===== config.mk =====
export PLATFORM = sky130hd
export DESIGN_NAME = ov5642_pixel_packer
export DESIGN_NICKNAME = d
export VERILOG_FILES = /design/src/rtl/ov5642_pkg.sv /design/src/rtl/sync_fifo.sv /design/src/rtl/ov5642_pixel_packer.sv
export SDC_FILE = /design/constraint.sdc
export NUM_CORES = 1
export LEC_CHECK = 0
export CAP_MARGIN = 25
export CORE_ASPECT_RATIO = 1.5
export CORE_MARGIN = 3
export CORE_UTILIZATION = 55
export CTS_CLUSTER_DIAMETER = 80
export DETAILED_ROUTE_END_ITERATION = 10
export PLACE_DENSITY = 0.72
export REMOVE_ABC_BUFFERS = 1
export SLEW_MARGIN = 20
export SYNTH_ARGS = -nofsm -noshare
export SYNTH_HDL_FRONTEND = slang
export SYNTH_HIERARCHICAL = 1
export SYNTH_SLANG_ARGS = --single-unit

===== constraint.sdc =====
create_clock -name pclk -period 5.45 [get_ports pclk]
set_input_delay 1.09 -clock pclk [delete_from_list [all_inputs] [get_ports pclk]]
set_output_delay 1.09 -clock pclk [all_outputs]
set_load 0.1 [all_outputs]

===== src/rtl/ov5642_pkg.sv =====
// rtl/ov5642_pkg.sv - shared widths, FIFO entry layout and packer states
package ov5642_pkg;

  localparam int R_W       = 5;
  localparam int G_W       = 6;
  localparam int B_W       = 5;
  localparam int PIX_W     = R_W + G_W + B_W;
  localparam int TLAST_BIT = 16;
  localparam int TUSER_BIT = 17;
  localparam int ENTRY_W   = 18;

  typedef enum logic [1:0] {
    ST_SYNC   = 2'd0,
    ST_ACTIVE = 2'd1,
    ST_DRAIN  = 2'd2
  } state_t;

  function automatic logic [ENTRY_W-1:0] make_entry(input logic user,
                                                    input logic last,
                                                    input logic [PIX_W-1:0] pix);
    return {user, last, pix};
  endfunction

endpackage


===== src/rtl/sync_fifo.sv =====
// rtl/sync_fifo.sv - show-ahead synchronous FIFO with registered full/empty
module sync_fifo #(
  parameter int WIDTH = 8,
  parameter int DEPTH = 16
) (
  input  logic             clk,
  input  logic             rst,
  input  logic             wr_en,
  input  logic [WIDTH-1:0] wr_data,
  input  logic             rd_en,
  output logic [WIDTH-1:0] rd_data,
  output logic             full,
  output logic             empty
);

  localparam int AW = $clog2(DEPTH);
  localparam int CW = AW + 1;

  logic [WIDTH-1:0] mem [DEPTH];
  logic [AW-1:0]    wr_ptr;
  logic [AW-1:0]    rd_ptr;
  logic [CW-1:0]    count;
  logic [CW-1:0]    count_n;
  logic             do_wr;
  logic             do_rd;

  // A write into a full FIFO is still accepted when the head leaves on the same edge.
  assign do_rd   = rd_en && !empty;
  assign do_wr   = wr_en && (!full || do_rd);
  assign count_n = count + CW'(do_wr) - CW'(do_rd);

  always_ff @(posedge clk) begin
    if (do_wr) mem[wr_ptr] <= wr_data;
  end

  always_ff @(posedge clk) begin
    if (rst) begin
      wr_ptr <= '0;
      rd_ptr <= '0;
      count  <= '0;
      full   <= 1'b0;
      empty  <= 1'b1;
    end else begin
      if (do_wr) wr_ptr <= wr_ptr + 1'b1;
      if (do_rd) rd_ptr <= rd_ptr + 1'b1;
      count <= count_n;
      full  <= (count_n == CW'(DEPTH));
      empty <= (count_n == '0);
    end
  end

  assign rd_data = empty ? '0 : mem[rd_ptr];

endmodule


===== src/rtl/ov5642_pixel_packer.sv =====
// rtl/ov5642_pixel_packer.sv - camera bytes to RGB565 AXI4-Stream video with SOF/EOL markers
module ov5642_pixel_packer #(
  parameter int H_ACTIVE   = 640,
  parameter int V_ACTIVE   = 480,
  parameter int FIFO_DEPTH = 16
) (
  input  logic        pclk,
  input  logic        rst,
  input  logic [7:0]  s_tdata,
  input  logic        s_tvalid,
  input  logic        s_tlast,
  output logic [15:0] m_tdata,
  output logic        m_tvalid,
  input  logic        m_tready,
  output logic        m_tuser,
  output logic        m_tlast,
  output logic        overflow,
  output logic        frame_err
);
  import ov5642_pkg::*;

  localparam int XW = (H_ACTIVE > 1) ? $clog2(H_ACTIVE) : 1;
  localparam int YW = (V_ACTIVE > 1) ? $clog2(V_ACTIVE) : 1;
  localparam logic [XW-1:0] X_LAST = XW'(H_ACTIVE - 1);
  localparam logic [YW-1:0] Y_LAST = YW'(V_ACTIVE - 1);

  state_t               state, state_n;
  logic [XW-1:0]        x, x_n;
  logic [YW-1:0]        y, y_n;
  logic                 ph, ph_n;
  logic [7:0]           hi, hi_n;
  logic                 pk_valid, pk_valid_n;
  logic [ENTRY_W-1:0]   pk_entry, pk_entry_n;
  logic                 ferr_n;
  logic                 last_pix;
  logic                 fifo_full;
  logic                 fifo_empty;
  logic                 fifo_rd;
  logic [ENTRY_W-1:0]   fifo_dout;

  assign last_pix = (x == X_LAST) && (y == Y_LAST);

  always_ff @(posedge pclk) begin
    if (rst) begin
      state     <= ST_SYNC;
      x         <= '0;
      y         <= '0;
      ph        <= 1'b0;
      hi        <= '0;
      pk_valid  <= 1'b0;
      pk_entry  <= '0;
      frame_err <= 1'b0;
      overflow  <= 1'b0;
    end else begin
      state     <= state_n;
      x         <= x_n;
      y         <= y_n;
      ph        <= ph_n;
      hi        <= hi_n;
      pk_valid  <= pk_valid_n;
      pk_entry  <= pk_entry_n;
      frame_err <= ferr_n;
      if (pk_valid && fifo_full && !fifo_rd) overflow <= 1'b1;
    end
  end

  always_comb begin
    state_n    = state;
    x_n        = x;
    y_n        = y;
    ph_n       = ph;
    hi_n       = hi;
    pk_valid_n = 1'b0;
    pk_entry_n = pk_entry;
    ferr_n     = 1'b0;
    unique case (state)
      ST_SYNC: begin
        if (s_tvalid && s_tlast) begin
          state_n = ST_ACTIVE;
          x_n     = '0;
          y_n     = '0;
          ph_n    = 1'b0;
        end
      end
      ST_ACTIVE: begin
        if (s_tvalid) begin
          if (!ph) begin
            // An early frame end on a high byte abandons that half pixel.
            if (s_tlast) begin
              ferr_n = 1'b1;
              x_n    = '0;
              y_n    = '0;
            end else begin
              hi_n = s_tdata;
              ph_n = 1'b1;
            end
          end else begin
            ph_n       = 1'b0;
            pk_valid_n = 1'b1;
            pk_entry_n = make_entry((x == '0) && (y == '0), x == X_LAST, {hi, s_tdata});
            if (s_tlast || last_pix) begin
              x_n    = '0;
              y_n    = '0;
              ferr_n = s_tlast && !last_pix;
              if (last_pix && !s_tlast) state_n = ST_DRAIN;
            end else if (x == X_LAST) begin
              x_n = '0;
              y_n = y + 1'b1;
            end else begin
              x_n = x + 1'b1;
            end
          end
        end
      end
      ST_DRAIN: begin
        if (s_tvalid && s_tlast) begin
          ferr_n  = 1'b1;
          state_n = ST_ACTIVE;
          x_n     = '0;
          y_n     = '0;
          ph_n    = 1'b0;
        end
      end
      default: state_n = ST_SYNC;
    endcase
  end

  assign fifo_rd = m_tvalid && m_tready;

  sync_fifo #(
    .WIDTH (ENTRY_W),
    .DEPTH (FIFO_DEPTH)
  ) u_fifo (
    .clk     (pclk),
    .rst     (rst),
    .wr_en   (pk_valid),
    .wr_data (pk_entry),
    .rd_en   (fifo_rd),
    .rd_data (fifo_dout),
    .full    (fifo_full),
    .empty   (fifo_empty)
  );

  assign m_tvalid = !fifo_empty;
  assign m_tdata  = fifo_dout[PIX_W-1:0];
  assign m_tuser  = fifo_dout[TUSER_BIT];
  assign m_tlast  = fifo_dout[TLAST_BIT];

endmodule


==> results.sh, run 1 <==
export IMPL_holdPathEnd="pk_entry[14]"
export IMPL_maxSlewViolCount=0
export IMPL_cts_buffers=30
export IMPL_gp_congestion=0.793
export IMPL_drv_cap=0
export IMPL_row_count=72
export IMPL_grt_pass1_wl_um=45900
export IMPL_post_dp_cell_area_mm2=0.0152
export IMPL_setup_viol=0
export IMPL_p_per_area_mw_per_mm2=402
export IMPL_drt_iter0_markers=541
export IMPL_worst_r2r_setup_slack_ps=2460
export IMPL_syn_mean_instance_area_um2=15.1
export IMPL_numPortBuffers=33
export IMPL_required_ps=4360
export IMPL_status="finished clean"
export IMPL_cts_sinks=358
export IMPL_io_pins=34
export IMPL_num_fill_cells=1870
export IMPL_r2r_start="u_fifo/empty"
export IMPL_syn_area_mm2=0.0146
export IMPL_synth_ff_type="edfxtp_1"
export IMPL_fin_setup_tns_ps=0
export IMPL_cts_resized=0
export IMPL_ys_warn_count=6
export IMPL_first_pass_iters=7
export IMPL_synth_edff_count=288
export IMPL_clk_pin_slew_ps=70
export IMPL_period_minus_slack_ps=4810
export IMPL_placed_cells_incl_taps=1305
export IMPL_synthCells=964
export IMPL_final_core_util=0.627
export IMPL_grt_setup_unrepaired="false"
export IMPL_multi_input_area_mm2=0.00411
export IMPL_design_area_mm2=0.0163
export IMPL_total_power_mw=6.54
export IMPL_post_cts_buffers=0
export IMPL_cpPeakStageDelay_ps=1190
export IMPL_synth_most_common_cell="edfxtp_1"
export IMPL_drive_gt1_frac=0.124
export IMPL_ys_async_sr_fraction=0
export IMPL_fin_crit_sh=0.883
export IMPL_clock_tree_root_cell="clkbuf_16"
export IMPL_cp_data_arrival_time_ps=3720
export IMPL_synth_common_cells="edfxtp_1 (288), mux2i_1 (126), nand2_1 (73)"
export IMPL_whs_ps=455
export IMPL_drt_total_wl_um=29800
export IMPL_cts_tree="done"
export IMPL_gr_total_overflow=0
export IMPL_ff_latch_area_mm2=0.0101
export IMPL_vias_per_cell=5.89
export IMPL_max_freq_mhz=208
export IMPL_num_antenna_cells=0
export IMPL_clock_skew_ps=8.39
export IMPL_grt_start_max_net_pins=52
export IMPL_clockBufferDepth=3
export IMPL_hpwl_um=17900
export IMPL_relSlewSlack=0.266
export IMPL_worstMarginPinSlew_ps=1100
export IMPL_htree_levels=1
export IMPL_ir_worst_vdd_v=0.000314
export IMPL_worstSkewPairLatency_ps=560
export IMPL_crit_type="reg -> out"
export IMPL_floorplan_initialDensity=0.561
export IMPL_nets=1035
export IMPL_crit_chain="nor2_2 > buf_4 > a22oi_1 > nand2_1 > o21ai_0 > clkdlybuf4s50_1"
export IMPL_fin_ws_ps=638
export IMPL_drcViolationCount=0
export IMPL_crit_path_end_kind="primary output"
export IMPL_hold_path_cell_count=2
export IMPL_grt_pass1_vias=8059
export IMPL_r2r_end="u_fifo/empty"
export IMPL_antenna_found_initial=0
export IMPL_vias=8013
export IMPL_total_leakage_power_nw=5.24
export IMPL_synth_top_cell_area_share=0.594
export IMPL_synth_top_area_cell="edfxtp_1"
export IMPL_die_h_um=205
export IMPL_dieArea_mm2=0.0285
export IMPL_hold_class="reg -> reg"
export IMPL_ys_seq_area_frac=0.690
export IMPL_area_growth_pct=11.7
export IMPL_startpoint_type="register"
export IMPL_synthDistinctLibCells=70
export IMPL_ant_nets=0
export IMPL_cpMaxStageDelayCell="clkdlybuf4s50_1"
export IMPL_fp_dieW_um=139
export IMPL_r2r_cells=12
export IMPL_min_delay_start="hi[6]"
export IMPL_pre_cts_ws_ps=1180
export IMPL_path_max_fanout=18
export IMPL_ys_ff_latch=358
export IMPL_layout_cells_non_filler=1361
export IMPL_synth_area_leaders="edfxtp_1 (59%), dfxtp_1 (9.6%), mux2i_1 (8.7%)"
export IMPL_grt_usage=0.208
export IMPL_final_hold_violation_count=0
export IMPL_ctsHoldBuffers=0
export IMPL_wire_per_inst_um=21.9
export IMPL_core_mm2=0.0259
==> worst max path at each step <==
stage / start / end / slack (ps) / depth (start not counted)
2_1_floorplan: register / m_tdata[0] / -2830 / 4
3_3_place_gp: register / m_tdata[8] / 1180 / 6
3_5_place_dp: register / m_tdata[5] / 1180 / 6
4_1_cts: register / m_tdata[5] / 580 / 6
5_1_grt: register / m_tdata[5] / 500 / 6
6_report: register / m_tdata[5] / 640 / 6
==> critical path, delay by kind of cell (launching register included) <==
family | cells | cell delay (ps)
AOI/OAI and AO/OA | 2 | 380
and+or+nand+nor | 2 | 400
DFF | 1 | 860
buffers and inverters | 2 | 1500
==> power by group <==
part	total [mW]	switching (mW)	internal, mW
Combinational	1.33	0.942	0.388
Sequential	2.98	0.0374	2.94
Clock	2.23	0.932	1.30
Total	6.54	1.91	4.63
==> final cells by class <==
class                   instances  area share
repair buffers                 60      0.0354
flip-flops and latches        358       0.618
clock buffers                  37      0.0503
inverters                      20     0.00461
well taps                     333      0.0256
multi-input cells             534       0.253
clock inverters                19      0.0138
==> kinds of logic (layout without fill, tap and decap cells) <==
group                    count (synthesis)  in the layout  share of synthesized area
flip-flops                             358            358                      0.690
AND/OR/NAND/NOR                        225            225                     0.0786
multiplexers                           140            140                      0.109
XOR/XNOR                                19             19                     0.0114
AO/OA/AOI/OAI                          132            132                     0.0643
buffers and inverters                   72            136                     0.0310
adder cells (fa/ha/maj)                 18             18                     0.0160
==> sequential cells by signal (all words and copies together), names as in the netlist, named ones only <==
| register | count |
|---|---|
| u_fifo/mem | 288 |
| u_fifo/wr_ptr | 4 |
| u_fifo/count | 5 |
| u_fifo/empty | 1 |
| u_fifo/rd_ptr | 4 |
| pk_entry | 18 |
| overflow | 1 |
| pk_valid | 1 |
| frame_err | 1 |
| y | 9 |
| x | 10 |
| u_fifo/full | 1 |
| state | 2 |
| hi | 8 |
| ph | 1 |
==> placed cells by master (no fill, tap or decap), types with 6 or more instances in the layout <==
| master | instances |
|---|---|
| nand2_1 | 73 |
| ha_1 | 17 |
| mux4_2 | 12 |
| o21ai_1 | 6 |
| mux2i_1 | 126 |
| clkbuf_16 | 31 |
| clkinv_2 | 9 |
| nand2b_1 | 8 |
| a21oi_1 | 28 |
| clkdlybuf4s50_1 | 30 |
| edfxtp_1 | 288 |
| nor3_1 | 7 |
| xnor2_1 | 8 |
| a22oi_1 | 51 |
| nor2_1 | 40 |
| inv_1 | 20 |
| xor2_1 | 11 |
| and2_1 | 11 |
| dfxtp_1 | 69 |
| nand4_1 | 7 |
| nand3_1 | 32 |
| nor2_2 | 6 |
| nor2b_1 | 6 |
| o21ai_0 | 15 |
| buf_4 | 25 |
| a221oi_1 | 7 |
==> layer usage <==
| layer | GRT usage | vias up | wire (um) |
|---|---|---|---|
| li1 | - | 3729 | - |
| met1 | 0.246 | 3992 | 11100 |
| met2 | 0.397 | 246 | 16300 |
| met3 | 0.0256 | 46 | 1660 |
| met4 | 0.0580 | 0 | 724 |
| met5 | 0 | - | 0 |
Power figures use the tool's default switching activity.
==> run 2, diff against run 1 <==
--- a/config.mk
+++ b/config.mk
@@ -5,6 +5,7 @@
 export SDC_FILE = /design/constraint.sdc
 export NUM_CORES = 1
 export LEC_CHECK = 0
+export ABC_AREA = 1
 export CAP_MARGIN = 25
 export CORE_ASPECT_RATIO = 1.5
 export CORE_MARGIN = 3
@@ -13,6 +14,7 @@
 export DETAILED_ROUTE_END_ITERATION = 10
 export PLACE_DENSITY = 0.72
 export REMOVE_ABC_BUFFERS = 1
+export SETUP_SLACK_MARGIN = 0.1
 export SLEW_MARGIN = 20
 export SYNTH_ARGS = -nofsm -noshare
 export SYNTH_HDL_FRONTEND = slang
==> run 2 against run 1 <==
  * Power is 15% higher
  * First-iteration DRC count rose by 100%
  * Design area up 6.6%
  * Worst hold slack got worse by 3.0 ps
  * Sequential share of layout area decreased by 3.8 points
  * Clock skew is 8.0 ps higher
  * Non-clock buffer count is the same
  * Area after synthesis grew 6.0%
  * Sequential power increased by 4%
  * Count of clock-buffer cells in the layout is 10 higher
  * Final cell count is 47% higher
==> results.sh, run 2 <==
export IMPL_synth_ff_type="edfxtp_1"
export IMPL_drv_cap=0
export IMPL_ctsHoldBuffers=0
export IMPL_reg_top3="u_fifo/mem: 288 flops, pk_entry: 18 flops, x: 10 flops"
export IMPL_hold_class="reg -> reg"
export IMPL_clockPowerShare=0.336
export IMPL_first_pass_iters=9
export IMPL_drt_total_wl_um=36500
export IMPL_wire_per_inst_um=18.3
export IMPL_status="finished clean"
export IMPL_ys_ff_latch=358
export IMPL_clk_pin_slew_ps=60
export IMPL_clockBufferDepth=3
export IMPL_fp_dieW_um=143
export IMPL_seqPwrFrac=0.409
export IMPL_comb_power_share=0.255
export IMPL_placed_cells_incl_taps=1934
export IMPL_path_max_fanout=60
export IMPL_relSlewSlack=0.318
export IMPL_hpwl_um=22200
export IMPL_cp_data_arrival_time_ps=3140
export IMPL_synth_most_common_cell="nand2_1"
export IMPL_synth_top_family_by_area="simple AND/OR/NAND/NOR gates"
export IMPL_ys_seq_area_frac=0.651
export IMPL_cts_tree="done"
export IMPL_largest_reg_flops=288
export IMPL_gr_total_overflow=0
export IMPL_crit_path_end_kind="primary output"
export IMPL_nets=1660
export IMPL_htree_levels=2
export IMPL_ys_async_sr_fraction=0
export IMPL_final_hold_violation_count=0
export IMPL_p_per_area_mw_per_mm2=435
export IMPL_total_leakage_power_nw=7.14
export IMPL_use_met3=0.0360
export IMPL_vias_per_cell=5.53
export IMPL_worstMarginPinSlew_ps=1020
export IMPL_power_switching_mw=2.54
export IMPL_whs_ps=452
export IMPL_synth_edff_count=288
export IMPL_synth_common_cells="nand2_1 (540), edfxtp_1 (288), nand3_1 (209)"
export IMPL_row_count=74
export IMPL_grt_setup_unrepaired="false"
export IMPL_synth_area_leaders="edfxtp_1 (56%), nand2_1 (13%), dfxtp_1 (9.1%)"
export IMPL_grt_met1_usage=0.290
export IMPL_ir_worst_vdd_v=0.000409
export IMPL_syn_area_mm2=0.0154
export IMPL_startpoint_type="register"
export IMPL_dieArea_mm2=0.0302
export IMPL_top_register="u_fifo/mem"
export IMPL_clock_tree_root_cell="clkbuf_16"
export IMPL_core_mm2=0.0274
export IMPL_ff_latch_area_mm2=0.0101
export IMPL_post_cts_buffers=0
export IMPL_fin_crit_sh=0.776
export IMPL_antenna_found_initial=0
export IMPL_maxSlewViolCount=0
export IMPL_layout_common_cells="nand2_1 (540), edfxtp_1 (288), nand3_1 (209)"
export IMPL_grt_start_max_net_pins=73
export IMPL_synth_adder_area_share=0.0151
export IMPL_synth_top_cell_area_share=0.560
export IMPL_yosys_area_share_simple=0.233
export IMPL_worstSkewPairLatency_ps=530
export IMPL_final_common_cell="nand2_1"
export IMPL_num_antenna_cells=0
export IMPL_syn_mean_instance_area_um2=9.66
export IMPL_vias=11039
export IMPL_cts_resized=0
export IMPL_multi_input_area_mm2=0.00430
export IMPL_io_pins=34
export IMPL_cts_sinks=358
export IMPL_fin_setup_tns_ps=0
export IMPL_synth_xor_area_frac=0.00170
export IMPL_ant_nets=0
export IMPL_synthCells=1599
export IMPL_synth_compound_area_share=0.0253
export IMPL_period_minus_slack_ps=4230
export IMPL_floorplan_initialDensity=0.563
export IMPL_area_growth_pct=12.4
export IMPL_grt_pass1_vias=10743
export IMPL_crit_type="reg -> out"
export IMPL_ys_warn_count=6
export IMPL_grt_use_met2=0.432
export IMPL_drt_iter0_markers=1102
export IMPL_layout_cells_non_filler=1997
export IMPL_synth_top_area_cell="edfxtp_1"
export IMPL_grt_pass1_wl_um=56800
export IMPL_gp_congestion=0.869
export IMPL_max_freq_mhz=237
export IMPL_drcViolationCount=0
export IMPL_p_int_mw=5.00
export IMPL_required_ps=4360
export IMPL_grt_busiest_layer="met2"
export IMPL_cts_buffers=34
export IMPL_numPortBuffers=33
export IMPL_switching_share=0.337
export IMPL_synthMuxAreaShare=0
export IMPL_drive_gt1_frac=0.0816
export IMPL_die_h_um=211
export IMPL_clock_skew_ps=16.4
export IMPL_synthDistinctLibCells=35
export IMPL_num_fill_cells=2124
export IMPL_setup_viol=0
export IMPL_final_core_util=0.633
export IMPL_grt_usage=0.245
## run 2: changes by cell type in the layout (fill, tap and decap cells not counted), moves of 29 or more
cell	delta
a22oi_1	-51
nand2_1	+467
nor2_1	+29
nand3_1	+177
inv_1	+182
mux2i_1	-126
## run 2: path summary, 6_finish.rpt
path,start,to,slack [ps],depth (start not counted)
min reg2reg,u_fifo/rd_ptr[3],register,450,1
min,u_fifo/rd_ptr[3],register,450,1
max reg2reg,u_fifo/empty,u_fifo/mem[7][6],2380,9
max,register,m_tuser,1220,9
## run 2: layout make-up
type                    count  area share
multi-input cells         964       0.248
flip-flops and latches    358       0.580
clock inverters            15     0.00952
well taps                 342      0.0247
repair buffers             60      0.0309
inverters                 211      0.0459
clock buffers              47      0.0615
## run 2: layer usage
metal  routed length, um  vias to the layer above
met2               18600                      490
li1                    -                     5255
met1               13400                     5175
met5                   0                        -
met4                1830                        0
met3                2630                      119
## run 2: through the flow
| stage | setup WS [ps] | area (um2) | power (mW) |
|---|---|---|---|
| after CTS | 1230 | 17300 | 7.58 |
| after detailed placement | 1730 | 16100 | 5.06 |
| after floorplan | -1410 | 15100 | 4.59 |
| after global routing | 1080 | 17400 | 7.87 |
| after global placement | 1680 | 16000 | 5.03 |
| final | 1220 | 17400 | 7.54 |
## run 2: cell families after synthesis
| family | count (synthesis) |
|---|---|
| AO/OA/AOI/OAI | 77 |
| XOR/XNOR | 3 |
| adder cells (fa/ha/maj) | 18 |
| buffers and inverters | 277 |
| flip-flops | 358 |
| AND/OR/NAND/NOR | 866 |
## run 2: worst max-delay path, stage by stage (launching register included)
cell	delay (ps)
dfxtp_4	520
inv_4	550
buf_4	440
nand2_1	100
nand2_1	80
nand2_1	50
nand3_1	120
nand3_1	100
a21oi_1	240
buf_4	340
## run 2: power groups by stage
| stage | combinational (mW) | clock (mW) | sequential [mW] |
|---|---|---|---|
| floorplan | 1.42 | 0 | 3.17 |
| global placement | 1.89 | 0 | 3.14 |
| detailed placement | 1.91 | 0 | 3.15 |
| CTS | 1.92 | 2.57 | 3.09 |
| global route | 2.11 | 2.66 | 3.10 |
| finish | 1.92 | 2.53 | 3.09 |
